[config.mk]
export PLATFORM = sky130hd
export DESIGN_NAME = pwm_multi
export DESIGN_NICKNAME = d
export VERILOG_FILES = /design/src/rtl/pwm_pkg.sv /design/src/rtl/pwm_timebase.sv /design/src/rtl/pwm_multi.sv
export SDC_FILE = /design/constraint.sdc
export NUM_CORES = 1
export LEC_CHECK = 0
export CAP_MARGIN = 40
export CORE_ASPECT_RATIO = 1.1
export CORE_MARGIN = 5
export CORE_UTILIZATION = 60
export DETAILED_ROUTE_END_ITERATION = 10
export GPL_TIMING_DRIVEN = 1
export PLACE_DENSITY = 0.85
export SLEW_MARGIN = 40
export SYNTH_ARGS = -nofsm -noshare
export SYNTH_HDL_FRONTEND = slang
export SYNTH_SLANG_ARGS = --single-unit
[constraint.sdc]
create_clock -name ipClk -period 3.9 [get_ports ipClk]
set_clock_uncertainty 0.2 [all_clocks]
set_input_delay 0.78 -clock ipClk [delete_from_list [all_inputs] [get_ports ipClk]]
set_output_delay 0.78 -clock ipClk [all_outputs]
set_load 0.1 [all_outputs]
[src/rtl/pwm_pkg.sv]
`default_nettype none
// ============================================================================
// pwm_pkg : shared mode constants and duty-word slicing helper for pwm_multi
// Revision: 1.0
// ============================================================================
package pwm_pkg;

    localparam int PWM_EDGE   = 0;
    localparam int PWM_CENTER = 1;

    // LSB of a channel's duty word inside the packed duty bus
    function automatic int duty_lsb(input int ch, input int width);
        return ch * width;
    endfunction

endpackage
`default_nettype wire

[src/rtl/pwm_timebase.sv]
`default_nettype none
// ============================================================================
// pwm_timebase : shared edge/centre-aligned counter with period boundary pulse
// Revision: 1.0
// ============================================================================
module pwm_timebase
    import pwm_pkg::*;
#(
    parameter int WIDTH          = 8,
    parameter int CENTER_ALIGNED = PWM_EDGE
) (
    input  logic             clk,
    input  logic             rst_n,
    input  logic             enable,
    input  logic [WIDTH-1:0] period,
    output logic [WIDTH-1:0] count,
    output logic             boundary,
    output logic             period_start
);

    logic             dir_down;
    logic             dir_down_next;
    logic [WIDTH-1:0] count_next;

    always_comb begin
        count_next    = '0;
        dir_down_next = 1'b0;
        if (period == '0) begin
            count_next    = '0;
            dir_down_next = 1'b0;
        end else if (CENTER_ALIGNED == PWM_CENTER) begin
            if (!dir_down && (count < period)) begin
                count_next = count + 1'b1;
            end else begin
                count_next = count - 1'b1;
            end
            // Turn around at the peak; head back up once the valley is reached
            dir_down_next = (count_next != '0) && (dir_down || (count >= period));
        end else begin
            count_next = (count >= period) ? '0 : count + 1'b1;
        end
    end

    assign boundary = enable && (count_next == '0);

    always_ff @(posedge clk or negedge rst_n) begin
        if (!rst_n) begin
            count        <= '0;
            dir_down     <= 1'b0;
            period_start <= 1'b0;
        end else if (!enable) begin
            count        <= '0;
            dir_down     <= 1'b0;
            period_start <= 1'b0;
        end else begin
            count        <= count_next;
            dir_down     <= dir_down_next;
            period_start <= boundary;
        end
    end

endmodule
`default_nettype wire

[src/rtl/pwm_multi.sv]
`default_nettype none
// ============================================================================
// pwm_multi : multi-channel PWM with shared timebase and shadowed duty/period
// Revision: 1.0
// ============================================================================
module pwm_multi
    import pwm_pkg::*;
#(
    parameter int WIDTH          = 8,
    parameter int CHANNELS       = 4,
    parameter int CENTER_ALIGNED = PWM_EDGE,
    parameter int DEFAULT_PERIOD = 2**WIDTH - 1
) (
    input  logic                      ipClk,
    input  logic                      ipReset,
    input  logic                      ipEnable,
    input  logic [WIDTH-1:0]          ipPeriod,
    input  logic [CHANNELS*WIDTH-1:0] ipDutyCycle,
    input  logic                      ipDutyValid,
    output logic                      opDutyReady,
    output logic [CHANNELS-1:0]       opPWM,
    output logic                      opPeriodStart,
    output logic [WIDTH-1:0]          opCount
);

    logic                      pending;
    logic [WIDTH-1:0]          pending_period;
    logic [CHANNELS*WIDTH-1:0] pending_duty;
    logic [WIDTH-1:0]          active_period;
    logic [CHANNELS*WIDTH-1:0] active_duty;
    logic                      boundary;
    logic                      load_accept;
    logic                      apply;
    logic [CHANNELS-1:0]       pwm_next;

    pwm_timebase #(
        .WIDTH          (WIDTH),
        .CENTER_ALIGNED (CENTER_ALIGNED)
    ) u_timebase (
        .clk          (ipClk),
        .rst_n        (ipReset),
        .enable       (ipEnable),
        .period       (active_period),
        .count        (opCount),
        .boundary     (boundary),
        .period_start (opPeriodStart)
    );

    assign opDutyReady = !pending;
    assign load_accept = ipDutyValid && !pending;
    // Shadow copy happens only at a period boundary or while idle, never mid-period
    assign apply       = pending && (!ipEnable || boundary);

    always_ff @(posedge ipClk or negedge ipReset) begin
        if (!ipReset) begin
            pending        <= 1'b0;
            pending_period <= '0;
            pending_duty   <= '0;
            active_period  <= WIDTH'(DEFAULT_PERIOD);
            active_duty    <= '0;
        end else begin
            if (load_accept) begin
                pending        <= 1'b1;
                pending_period <= ipPeriod;
                pending_duty   <= ipDutyCycle;
            end else if (apply) begin
                pending        <= 1'b0;
            end
            if (apply) begin
                active_period <= pending_period;
                active_duty   <= pending_duty;
            end
        end
    end

    for (genvar i = 0; i < CHANNELS; i++) begin : g_ch
        assign pwm_next[i] = ipEnable && (active_duty[duty_lsb(i, WIDTH) +: WIDTH] > opCount);
    end

    always_ff @(posedge ipClk or negedge ipReset) begin
        if (!ipReset) begin
            opPWM <= '0;
        end else begin
            opPWM <= pwm_next;
        end
    end

endmodule
`default_nettype wire

Word-level counts from Yosys, hierarchy flattened
Cells that the tools add are included.
{"block": "totals", "out_inout_bits": 14, "input_bits": 44, "wordCells": 33, "reg_bits": 94}
{"block": "op_classes", "reduce_logical": 13, "mux": 6, "n_lt_le_gt_ge": 5, "addsub": 1}
{"operator": "$gt A8 B8 Y1", "count": 4}
{"operator": "$mux W8", "count": 3}
{"operator": "$logic_not A8 Y1", "count": 2}
{"operator": "$add A8 B1 Y8 const B", "count": 1}
{"operator": "$ge A8 B8 Y1", "count": 1}
{"operator": "$logic_and A1 B1 Y1", "count": 7}
{"operator": "$mux W1", "count": 3}
{"operator": "$logic_not A1 Y1", "count": 2}
{"operator": "$reduce_bool A2 Y1", "count": 1}
{"operator": "$logic_or A1 B1 Y1", "count": 1}

Depth between registers and ports, before layout
{"block": "depth", "depth_word": 9, "mapped_depth": 9, "ltp_nobuf": 8}

Hierarchy
A second synthesis with hierarchy kept.
{"block": "unflattened", "hier_cells": 344, "hier_area_um2": 4546.9}
{"module": "pwm_multi", "area_per_inst_um2": 3870.0, "n_inst": 1, "cells_each": 267, "seq_area_each_um2": 2137.0}
{"module": "pwm_timebase", "area_per_inst_um2": 676.9, "n_inst": 1, "cells_each": 77, "seq_area_each_um2": 225.2}

Least setup slack after synthesis
No wires, ideal clock.
{"block": "synth_path", "path_type": "reg-to-reg", "startpoint": "register u_timebase.count[3]", "endpoint": "register active_duty[0]", "required_time_ns": 3.575, "n_path_buf": 1, "period_less_slack_ns": 3.045, "setup_slack_ns": 0.855, "stages_incl_launch_ff": 8, "t_arrival_ns": 2.720, "setup_time_ns": 0.125, "path_cell_list": "dfrtp_1 -> inv_1 -> nor4b_4 -> xnor2_1 -> nand4_2 -> a31o_4 -> buf_12 -> mux2_4"}
{"block": "synth_via", "elab_chain_cells": 7, "word_cells_on_any_way": 8, "classes_between": "add/sub (1); order compare (1); mux (2); reduce/logical (4)"}
{"element": "start, declared", "line": "pwm_timebase.sv:16", "text": "output logic [WIDTH-1:0] count,"}
{"element": "start signal, assigned", "line": "pwm_timebase.sv:56", "text": "count <= count_next;"}
{"element": "$add A8 B1 Y8 / $ge A8 B8 Y1 (equally long branches)", "line": "pwm_timebase.sv:40", "text": "count_next = (count >= period) ? '0 : count + 1'b1;"}
{"element": "$mux W8 (*)", "line": "pwm_timebase.sv:40"}
{"element": "$mux W8 (*)", "line": "pwm_timebase.sv:28", "text": "if (period == '0) begin"}
{"element": "$logic_not A8 Y1 (*)", "line": "pwm_timebase.sv:44", "text": "assign boundary = enable && (count_next == '0);"}
{"element": "$logic_and A1 B1 Y1 (*)", "line": "pwm_timebase.sv:44"}
{"element": "$logic_or A1 B1 Y1 (*)", "line": "pwm_multi.sv:52", "text": "assign apply = pending && (!ipEnable || boundary);"}
{"element": "$logic_and A1 B1 Y1 (*)", "line": "pwm_multi.sv:52"}
{"element": "end signal, assigned", "line": "pwm_multi.sv:71", "text": "active_duty <= pending_duty;"}
{"element": "end, declared", "line": "pwm_multi.sv:30", "text": "logic [CHANNELS*WIDTH-1:0] active_duty;"}
Every way passes the cells marked *; elsewhere a longest branch is shown, timed or not.
A chain may end at the register's enable or synchronous reset.

Final worst setup path
{"block": "layout_path", "startpoint": "register u_timebase.count[0]", "endpoint": "register active_duty[0]"}
The elaborated chain is that of the path after synthesis.

==> key figures <==
Drt
  • Vias: 2799
  • DR WL/cell: 17.67 µm
  • DRT iter0 DRCs: 107
  • # DRC: 0
  • Antenna Violating Nets Remaining: 0
  • Drt first pass iters: 4
  • Via density: 5.554
  • Routed wire length: 8906 µm

Timing
  • Fmax: 314.7 MHz
  • Max-slew violations: 0
  • Final Critical Period: 3.177 ns
  • Final Cycle Share: 0.8147
  • Worst slew pin tran: 0.8207 ns
  • Sum of negative setup slack: 0 ns
  • RSZ-0062 raised after global routing: no
  • Setup violators final: 0
  • Max transition margin: 0.4528
  • Final hold vios: 0

GRT
  • Vias in the first global route: 3032
  • First-pass GRT wire length: 14920 µm
  • Initial antenna violation count: 0
  • Total grt overflow: 0
  • Largest net degree at the start of global routing: 95
  • Gr usage total: 0.2046

Hold path
  • Hold WC Path Type: primary input to async pin

Placed design
  • Gp weighted congestion: 0.8526
  • Hpwl dp: 6190 µm
  • Port bufs: 57
  • DP Area: 5236 µm²

Floorplanning
  • Core Box Area: 7556 µm²
  • Die Ht: 102.8 µm
  • Starting Density: 0.6218
  • Die X: 94.37 µm
  • Site Rows: 33
  • IO Pins: 58
  • Die area: 9702 µm²

Worst setup path
  • Critical Path Sink Type: flip-flop
  • Crit path to: active_duty[0]
  • Worst setup path class: flip-flop to flip-flop
  • Critical Path Source Type: flip-flop
  • Worst R2R Setup Slack: 0.72 ns
  • Worst Reg-to-Reg Cells: 8
  • Reg-to-Reg Start: u_timebase.count[0]
  • WP data required: 3.96 ns
  • Critical path arrival: 3.24 ns
  • Worst-path fanout max: 40
  • RR Endpoint: active_duty[0]
  • Crit. Startpoint: u_timebase.count[0]

Cells and area
  • Most frequent cells in the layout: 86 x dfrtp_1, 42 x clkdlybuf4s50_1, 41 x ha_1
  • Footprint of the multi-input gates: 2153 µm²
  • Reg area: 2362 µm²
  • Proportion of layout cells with a drive suffix above 1: 0.3133
  • Nets: 479
  • Number of diodes: 0
  • Final design instance area without fill: 5508 µm²
  • Most common cell after layout, fill and taps aside: dfrtp_1
  • Filler cells: 485
  • Synthesis-to-finish area growth: 17.23%

Power
  • Worst-case vdd ir drop: 515.5 µV
  • Power per cell area: 738.1 nW/µm²
  • Pleak: 0.002613 µW

Clocking
  • Cts bufs inserted: 9
  • TritonCTS clock tree: done
  • Clock root cell: clkbuf_8
  • H-tree levels: 3
  • Post-cts sizing count: 0
  • # Post-CTS Setup Buffers: 0
  • CTS sink cnt: 94
  • CTS Hold Bufs: 0
  • Insertion delay to the later sink of the worst-skew pair: 0.37 ns
  • Max Root-Sink Buffers: 2
  • Worst-path clk slew: 0.09 ns

Synthesis
  • Sequential area share after synthesis: 0.5028
  • YS warnings: 0
  • Unique masters post-synth: 36
  • Number of synthesized flops with an enable pin: 0
  • Ys flop type: dfrtp_1
  • Mapped Cells: 335
  • Synth Area in Compound Gates: 0.05859
  • Post-synthesis mux area share: 0.2237
  • Post-Synth Simple-Gate Area: 0.05406
  • Adder-Cell Fraction of Synth Area: 0.1092
  • Async SR Flop Fraction: 1.000
  • Main combinational cell family by area after synthesis: multiplexers
  • Average size of a mapped cell: 14.02 µm²
  • Seq cells post-synth: 94
  • Syn_nets: 420
  • Syn Std Cell Area: 4698 µm²
  • Post-synthesis xor/xnor area fraction: 0.01119

Run status
  • Outcome: finished clean

Job
  • MaxCap Viol Count: 0
==> where the power goes <==
group          leakage (µW)  internal (µW)  total [µW]  switching, µW
logic               0.00138            865        1620            753
registers           0.00111           1420        1690            277
clock network      0.000119            416         753            337
total               0.00261           2700        4070           1370
==> cell usage after synthesis, types with 6 or more instances <==
| master | number | area, µm² |
|---|---|---|
| dfstp_2 | 8 | 210.2 |
| a21oi_1 | 10 | 50.05 |
| mux2_4 | 40 | 600.6 |
| dfrtp_1 | 86 | 2152 |
| ha_1 | 41 | 513.0 |
| inv_1 | 20 | 75.07 |
| o21ai_0 | 9 | 45.04 |
| a21o_1 | 8 | 60.06 |
| xnor2_1 | 6 | 52.55 |
| nand4_1 | 10 | 62.56 |
| nor2_1 | 12 | 45.04 |
| mux2_2 | 40 | 450.4 |
==> logic make-up (layout without fill, tap and decap cells) <==
group | after synthesis | count (layout)
and+or+nand+nor | 43 | 43
xor gates and xnor gates | 6 | 6
muxes | 80 | 80
AOI/OAI and AO/OA | 40 | 40
adders and majority gates | 41 | 41
DFF | 94 | 94
buffers and inverters | 31 | 95
==> per-stage QoR <==
step | hold slack [ns] | power [µW] | cells | util | worst slack (ns)
final | 0.09067 | 4065 | 504 | 0.7289 | 0.7226
after global routing | 0.1027 | 4339 | 504 | 0.7289 | 0.5201
after CTS | 0.3076 | 4091 | 503 | 0.7250 | 0.7323
after detailed placement | 0.2887 | 3313 | 487 | 0.6930 | 0.8905
after global placement | 0.2874 | 3224 | 487 | 0.7004 | 0.9451
after floorplan | 0.2771 | 2963 | 335 | - | 0.8547
==> layout make-up <==
| type | count | area share |
|---|---|---|
| clock inverters | 4 | 0.01386 |
| multi-input cells | 210 | 0.3910 |
| repair buffers | 59 | 0.09882 |
| well taps | 105 | 0.02385 |
| clock buffers | 12 | 0.02999 |
| flip-flops and latches | 94 | 0.4289 |
| inverters | 20 | 0.01363 |
==> critical path: stages (launching register included) <==
cell,delay (ns)
dfrtp_1,0.56
inv_1,0.13
ha_1,0.32
nor2_1,0.10
a21oi_1,0.08
o31ai_1,0.26
o211a_1,0.30
a31o_4,0.72
mux2_4,0.36
==> worst min-delay path by stage <==
stage                              endpoint  slack [ns]             start
after floorplan              active_duty[0]        0.28           ipReset
final                     pending_period[0]        0.09           ipReset
after global routing      pending_period[0]        0.10           ipReset
after global placement      active_duty[17]        0.29  pending_duty[17]
after CTS                   active_duty[18]        0.31  pending_duty[18]
after detailed placement    active_duty[18]        0.29  pending_duty[18]
==> layer usage <==
metal  GRT usage  wire (µm)  up-vias
met5           0          0        -
met4     0.08889        227        0
met3     0.05255        494       21
met2      0.3297       4293       79
met1      0.2637       3891     1376
li1            -          -     1323
==> sequential cells by signal, indices dropped and copies added (netlist names) <==
| signal | cells |
|---|---|
| pending_duty | 32 |
| u_timebase.period_start | 1 |
| pending_period | 8 |
| opPWM | 4 |
| active_duty | 32 |
| active_period | 8 |
| u_timebase.count | 8 |
| pending | 1 |
No activity file was read; power rests on OpenSTA's default activity.
